`config.mk`:
```
export PLATFORM = sky130hd
export DESIGN_NAME = ps2_host_tx
export DESIGN_NICKNAME = d
export VERILOG_FILES = /design/src/rtl/ps2_pkg.sv /design/src/rtl/ps2_sync_edge.sv /design/src/rtl/ps2_host_tx.sv
export SDC_FILE = /design/constraint.sdc
export NUM_CORES = 1
export LEC_CHECK = 0
export ABC_CLOCK_PERIOD_IN_PS = 5500
export BUFFER_PORTS_ARGS = -buffer_cell sky130_fd_sc_hd__buf_2
export CAP_MARGIN = 10
export CORE_ASPECT_RATIO = 1.4
export CORE_MARGIN = 2
export CORE_UTILIZATION = 40
export DETAILED_ROUTE_END_ITERATION = 10
export PLACE_DENSITY = 0.54
export SYNTH_ARGS = -nofsm -noshare
export SYNTH_HDL_FRONTEND = slang
export SYNTH_SLANG_ARGS = --single-unit
```
`constraint.sdc`:
```
create_clock -name clk -period 5.5 [get_ports clk]
set_input_delay 0.825 -clock clk [delete_from_list [all_inputs] [get_ports clk]]
set_output_delay 0.825 -clock clk [all_outputs]
set_load 0.1 [all_outputs]
```
`src/rtl/ps2_pkg.sv`:
```
// Shared PS/2 definitions for the host transmit and device receive paths.
package ps2_pkg;

    typedef enum logic [2:0] {
        S_IDLE,
        S_INHIBIT,
        S_START,
        S_SHIFT,
        S_ACK,
        S_WAIT_IDLE
    } ps2_tx_state_e;

    localparam int   PS2_FRAME_BITS = 11;
    localparam logic PS2_ACK_LEVEL  = 1'b0;

    function automatic int us_to_cycles(input int clk_hz, input int us);
        return clk_hz / 1_000_000 * us;
    endfunction

endpackage

```
`src/rtl/ps2_sync_edge.sv`:
```
// Two-flop synchronizer for a raw PS/2 pin plus falling-edge detect on the
// synchronized level.
module ps2_sync_edge (
    input  logic clk,
    input  logic rst,
    input  logic pin,
    output logic level,
    output logic fe
);

    logic s1, s2, s2_q;

    // Reset to 1 so an idle (released) bus never produces a spurious edge.
    always_ff @(posedge clk) begin
        if (rst) begin
            s1   <= 1'b1;
            s2   <= 1'b1;
            s2_q <= 1'b1;
        end else begin
            s1   <= pin;
            s2   <= s1;
            s2_q <= s2;
        end
    end

    assign level = s2;
    assign fe    = s2_q & ~s2;

endmodule

```
`src/rtl/ps2_host_tx.sv`:
```
// Host-to-device PS/2 byte transmitter: request-to-send inhibit, frame shift
// on device clock falling edges, ACK check and timeout.
module ps2_host_tx
    import ps2_pkg::*;
#(
    parameter int CLK_HZ     = 100_000_000,
    parameter int INHIBIT_US = 100,
    parameter int TIMEOUT_US = 15000
) (
    input  logic       clk,
    input  logic       rst,
    input  logic [7:0] tx_data,
    input  logic       tx_valid,
    output logic       tx_ready,
    input  logic       ps2_clk_in,
    input  logic       ps2_data_in,
    output logic       ps2_clk_oe,
    output logic       ps2_data_oe,
    output logic       busy,
    output logic       done,
    output logic       err
);

    localparam int INHIBIT_CYC = us_to_cycles(CLK_HZ, INHIBIT_US);
    localparam int TIMEOUT_CYC = us_to_cycles(CLK_HZ, TIMEOUT_US);
    localparam int INH_W       = $clog2(INHIBIT_CYC + 1);
    localparam int TO_W        = $clog2(TIMEOUT_CYC + 1);

    ps2_tx_state_e state;

    logic                      clk_lvl, clk_fe;
    logic                      data_lvl, data_fe_unused;
    // Start bit is driven directly in START, so only data, parity and stop shift.
    logic [PS2_FRAME_BITS-2:0] shreg;
    logic [3:0]                edge_cnt;
    logic [INH_W-1:0]          inh_cnt;
    logic [TO_W-1:0]           to_cnt;

    ps2_sync_edge u_clk_sync (
        .clk   (clk),
        .rst   (rst),
        .pin   (ps2_clk_in),
        .level (clk_lvl),
        .fe    (clk_fe)
    );

    ps2_sync_edge u_data_sync (
        .clk   (clk),
        .rst   (rst),
        .pin   (ps2_data_in),
        .level (data_lvl),
        .fe    (data_fe_unused)
    );

    assign tx_ready = (state == S_IDLE);
    assign busy     = (state != S_IDLE);

    always_ff @(posedge clk) begin
        if (rst) begin
            state       <= S_IDLE;
            ps2_clk_oe  <= 1'b0;
            ps2_data_oe <= 1'b0;
            done        <= 1'b0;
            err         <= 1'b0;
            shreg       <= '0;
            edge_cnt    <= '0;
            inh_cnt     <= '0;
            to_cnt      <= '0;
        end else begin
            done <= 1'b0;
            err  <= 1'b0;
            case (state)
                S_IDLE: begin
                    if (tx_valid) begin
                        shreg       <= {1'b1, ~^tx_data, tx_data};
                        edge_cnt    <= '0;
                        inh_cnt     <= '0;
                        ps2_clk_oe  <= 1'b1;
                        ps2_data_oe <= 1'b0;
                        state       <= S_INHIBIT;
                    end
                end
                S_INHIBIT: begin
                    if (inh_cnt == INH_W'(INHIBIT_CYC - 1)) begin
                        ps2_data_oe <= 1'b1;
                        state       <= S_START;
                    end else begin
                        inh_cnt <= inh_cnt + 1'b1;
                    end
                end
                S_START: begin
                    ps2_clk_oe <= 1'b0;
                    to_cnt     <= '0;
                    state      <= S_SHIFT;
                end
                S_SHIFT, S_ACK, S_WAIT_IDLE: begin
                    if (to_cnt == TO_W'(TIMEOUT_CYC - 1)) begin
                        err         <= 1'b1;
                        ps2_clk_oe  <= 1'b0;
                        ps2_data_oe <= 1'b0;
                        state       <= S_IDLE;
                    end else begin
                        to_cnt <= to_cnt + 1'b1;
                        if (state == S_SHIFT) begin
                            if (clk_fe) begin
                                ps2_data_oe <= ~shreg[0];
                                shreg       <= {1'b0, shreg[PS2_FRAME_BITS-2:1]};
                                edge_cnt    <= edge_cnt + 1'b1;
                                // Stop bit goes out on the 10th edge.
                                if (edge_cnt == 4'(PS2_FRAME_BITS - 2))
                                    state <= S_ACK;
                            end
                        end else if (state == S_ACK) begin
                            if (clk_fe) begin
                                ps2_data_oe <= 1'b0;
                                if (data_lvl == PS2_ACK_LEVEL) begin
                                    state <= S_WAIT_IDLE;
                                end else begin
                                    err   <= 1'b1;
                                    state <= S_IDLE;
                                end
                            end
                        end else if (clk_lvl && data_lvl) begin
                            done  <= 1'b1;
                            state <= S_IDLE;
                        end
                    end
                end
                default: state <= S_IDLE;
            endcase
        end
    end

endmodule

```
# Word level (Yosys, flattened, before mapping)
# Index checks and enable logic that the tools add are counted.
# op_classes
n_eq_ne	20
muxes	43
addsub	3
n_reduce_logical	18
n_bitwise	4
# ops
op	n
$pmux 21 s2	1
$mux 10	4
$mux 3	10
$mux 14	2
$pmux 14 s2	1
$add 21x1->21 const B	1
$eq 21x21->1 const B	1
$mux 21	1
$pmux 10 s2	1
$mux 4	4
$ne 4x4->1 const B	4
$mux 1	15
$add 14x1->14 const B	1
$eq 14x14->1 const B	1
$ne 2x2->1 const B	7
$pmux 3 s4	1
$reduce_and 6->1	2
$reduce_bool 3->1	3
$pmux 4 s2	1
$reduce_xnor 8->1	1
$eq 3x2->1 const B	2
$eq 3x3->1 const B	2
$pmux 1 s3	2
$reduce_and 3->1	2
other kinds (14)	18
# totals
input_bits	13
regBits	61

# Depth between registers and ports, before layout
# logic_depth
word_depth	7
depth_mapped	9

# Modules after synthesis
# A second synthesis with hierarchy kept.
# unflattened
cells_unflattened	397
hier_area_um2	3285.7
# by_module_without_submodules
module	area_each_um2	cells_each	seq_area_each_um2	n_inst
ps2_host_tx	3115.5	383	1121.1	1
ps2_sync_edge	85.1	7	60.1	2

# Least setup slack after synthesis
# Ideal clock, no wire load.
# synth_timing
path_type	register -> register
startpoint	reg state[2]
endpoint	reg state[2]
period_less_slack_ns	4.820
required_ns	5.371
stages_incl_launch_ff	8
arrival_ns	4.692
path_slack_ns	0.680
cell_sequence	dfxtp_1 -> clkbuf_1 -> nor3_1 -> inv_1 -> a2bb2oi_2 -> o21ai_2 -> mux2i_1 -> nor2_1
# synth_lines
item	line	source
from (decl)	ps2_host_tx.sv:29	ps2_tx_state_e state;
from (signal assigned)	ps2_host_tx.sv:60	state <= S_IDLE;
from (signal assigned)	ps2_host_tx.sv:80	state <= S_INHIBIT;
from (signal assigned)	ps2_host_tx.sv:86	state <= S_START;
$logic_not 3->1 (*)	n/a	
named net tx_ready	ps2_host_tx.sv:14	output logic tx_ready,
$ne 2x2->1 (no source line)	n/a	
$reduce_and 6->1 (no source line)	n/a	
# The timed path passes the listed nets; every way through them passes the cells marked *.
# A chain may end at the register's enable or synchronous reset.

# Worst setup path after layout
# layout_timing
startpoint	reg state[2]
endpoint	reg to_cnt[8]
# layout_via
elab_chain_cells	4
# layout_lines
item	line	source
$eq 3x2->1 or $eq 3x3->1 (tied branches)	ps2_host_tx.sv:72	case (state)
$reduce_or 3->1	ps2_host_tx.sv:72	
$ne 2x2->1 (no source line) or $reduce_bool 2->1 (tied branches)	n/a	
$reduce_and 2->1 (no source line)	n/a	
to (signal assigned)	ps2_host_tx.sv:103	to_cnt <= to_cnt + 1'b1;
to (decl)	ps2_host_tx.sv:37	logic [TO_W-1:0] to_cnt;
# Several ways; a longest one is shown, not always the timed one.

==> impl_metrics.json <==
{
  "diodes": 0,
  "reg2reg_from": "state[2]",
  "mostFrequentLayoutCell": "dfxtp_1",
  "power_density_nw_per_um2": 412,
  "dpl_worst_slack_ns": 2.96,
  "pre_repair_dr_iteration_count": 6,
  "ys_ff_latch": 61,
  "post_cts_hold_buffer_count": 0,
  "route.antenna.remaining_nets": 0,
  "final.setup.worst_slack_ns": 2.93,
  "synth-edff-count": 0,
  "io_buffers": 18,
  "routability_congestion": 0.796,
  "max_freq_ghz": 0.389,
  "synthDistinctLibCells": 49,
  "first_global_vias": 2467,
  "switching_power_of_the_nets_w": 0.000539,
  "boundary_pins": 19,
  "layout_common_cells": "dfxtp_1, nor2_1, nand2_1, a21oi_1, buf_2",
  "min-delay-start": "u_clk_sync.s1",
  "timing_worst_setup_path_type": "register to register",
  "routed_wirelength_um": 6500,
  "ir_drop_uv": 358,
  "arrival_ns": 2.81,
  "via_count": 2524,
  "globalRoute.totalOverflow": 0,
  "setup_repair_after_global_routing_missed_its_margin": "no",
  "period_share": 0.467,
  "p_leak_nw": 1.21,
  "post-cts-setup-buffers": 0,
  "run_status": "complete, no violations",
  "critPathRequiredTime_ns": 5.74,
  "critical_path.endpoint_type": "register",
  "initialDrtViolationCount": 94,
  "postSynthAreaPerCell_um2": 8.20,
  "asr_flop_ratio_synth": 0,
  "timing.rr.end": "to_cnt[8]",
  "clk_pin_slew_ns": 0.07,
  "clkPwrFrac": 0.288,
  "ff2ff_path_depth": 7,
  "timing.reg2reg.setup_slack_ns": 2.93,
  "routedWlPerCell_um": 13.6,
  "footprint_of_the_multi_input_gates_um2": 1670,
  "hold_fails_final_rpt": 0,
  "floorplan.die.width_um": 77,
  "route.detailed.drc": 0,
  "seqCellArea_um2": 1220,
  "grt_start_max_net_pins": 38,
  "worst_slew_pin_slew_ns": 0.923,
  "worstHoldPathCells": 1,
  "nNetsFinal": 395,
  "fillCellCount": 788,
  "yosysWarningCount": 0,
  "global_route.usage.total": 0.172,
  "max_cap_violations": 0,
  "design_power_total_w": 0.00138,
  "grt_pass1_wl_um": 11200,
  "cts_tree": "built",
  "cts-root-to-sink-buffers": 2,
  "power_frac_seq": 0.385,
  "postCtsResizedCells": 0,
  "starting_density": 0.408,
  "tritoncts.num_buffers": 9,
  "row_count": 37,
  "synth_ff_type": "dfxtp_1",
  "vias_per_cell": 5.27,
  "cellInternalPower_w": 0.000839,
  "synthToLayoutAreaGrowth_pct": 12.0,
  "synth_instances": 364,
  "post_route_cells_drive_above_1_share": 0.141,
  "switching_share": 0.391,
  "finalSetupViolCount": 0,
  "die_height_um": 106,
  "fin_setup_tns_ns": 0,
  "whs_endpoint": "u_clk_sync.level",
  "slew_viol_final": 0,
  "comb_power_share": 0.326,
  "slew_hr": 0.382,
  "core_region_area_um2": 7310,
  "timing.critical_path.fanout_max": 18,
  "dp_hpwl_um": 4610,
  "start_kind": "register",
  "yosysSeqAreaShare": 0.409,
  "synth_fp_nets": 381,
  "worst_skew_pair.late_latency_ns": 0.34,
  "clock-root-buffer": "clkbuf_8",
  "number_of_clock_sinks": 61,
  "min_path_type": "register to register",
  "grt_antenna_before_repair": 0,
  "clock-skew-final_ns": 0.00654,
  "mappedNetlistArea_um2": 2980,
  "htree_levels": 3,
  "layout_min_cycle_time_ns": 2.57,
  "design.die.area_um2": 8180
}
[per-layer routing]
metal	share of wire	track usage	vias to the layer above	routed length, um
met2	0.51	0.304	27	3310
met4	0.016	0.0855	0	106
met1	0.45	0.193	1181	2910
met5	0	0	-	0
met3	0.027	0.0382	10	178
li1	-	-	1306	-
[registers in the layout, summed over array words and instances (netlist names)]
signal and count:
u_clk_sync.s2_q 1, u_clk_sync.s1 1, done 1, ps2_clk_oe 1, inh_cnt 14, u_data_sync.level 1, ps2_data_oe 1, edge_cnt 4
u_data_sync.s1 1, err 1, u_clk_sync.level 1, state 3, to_cnt 21, shreg 10
[area by class of cell]
type,instances,area share
multi-input cells,279,0.499
flip-flops and latches,61,0.365
clock buffers,11,0.0453
well taps,97,0.0363
repair buffers,20,0.0314
clock inverters,4,0.0142
inverters,7,0.00786
[kinds of logic after synthesis]
family                   synth area share
AO/OA/AOI/OAI                       0.145
AND/OR/NAND/NOR                     0.299
adder cells (fa/ha/maj)            0.0168
flip-flops                          0.409
XOR/XNOR                           0.0851
buffers and inverters              0.0314
multiplexers                       0.0134
[worst max path at each step]
stage               startpoint         end  slack, ns  depth (start not counted)
finish                state[2]   to_cnt[8]       2.93                          7
global placement      state[2]  to_cnt[17]       3.05                          7
floorplan             state[2]    state[2]       0.68                          7
global route          state[2]   to_cnt[8]       2.62                          7
detailed placement    state[2]   to_cnt[8]       2.96                          7
CTS                   state[2]   to_cnt[8]       2.89                          7
[critical path, stage by stage (launching register included)]
cell      delay [ns]
dfxtp_1         0.54
and3b_1         0.29
nor2_1          0.72
a21oi_1         0.09
buf_4           0.25
nor2_1          0.25
a21oi_1         0.07
a211oi_1        0.27
[Yosys cell counts, types with 2 or more instances]
cell type	instances	share of area
a21oi_1	22	0.037
o21ai_0	7	0.012
nor2_1	55	0.069
buf_2	3	0.0050
a211oi_1	4	0.010
nor3b_1	3	0.0075
o2111ai_1	4	0.012
xor2_1	17	0.050
mux2i_1	4	0.013
a311oi_1	9	0.026
inv_1	7	0.0088
nand2_1	43	0.054
nand4_1	8	0.017
ha_1	4	0.017
xnor2_1	12	0.035
or2_2	9	0.019
and3_1	5	0.010
o211ai_1	3	0.0075
o21ai_1	2	0.0034
and2_1	2	0.0042
o31ai_1	2	0.0050
clkbuf_1	13	0.016
nor4b_1	3	0.0088
or3_1	7	0.015
nand3b_1	2	0.0050
nor3_1	11	0.018
nand3_1	16	0.027
nor4_1	2	0.0042
nor2b_1	5	0.010
dfxtp_1	61	0.41
[through the flow]
stage                     hold WS [ns]  instances   util  instance area, um2
final                            0.410        479  0.457                3340
after global routing             0.435        479  0.457                3340
after CTS                        0.417        479  0.457                3340
after detailed placement         0.397        464  0.430                3140
after global placement           0.391        464  0.430                3140
after floorplan                  0.389        364      -                2980
[power by group through the flow]
stage                     clock network, W  registers [W]  logic, W
final                             0.000397       0.000531  0.000450
after global routing              0.000429       0.000537  0.000493
after CTS                         0.000412       0.000531  0.000454
after detailed placement                 0       0.000541  0.000453
after global placement                   0       0.000539  0.000451
after floorplan                          0       0.000559  0.000345
Note: power is estimated with default switching activity, not from simulation.
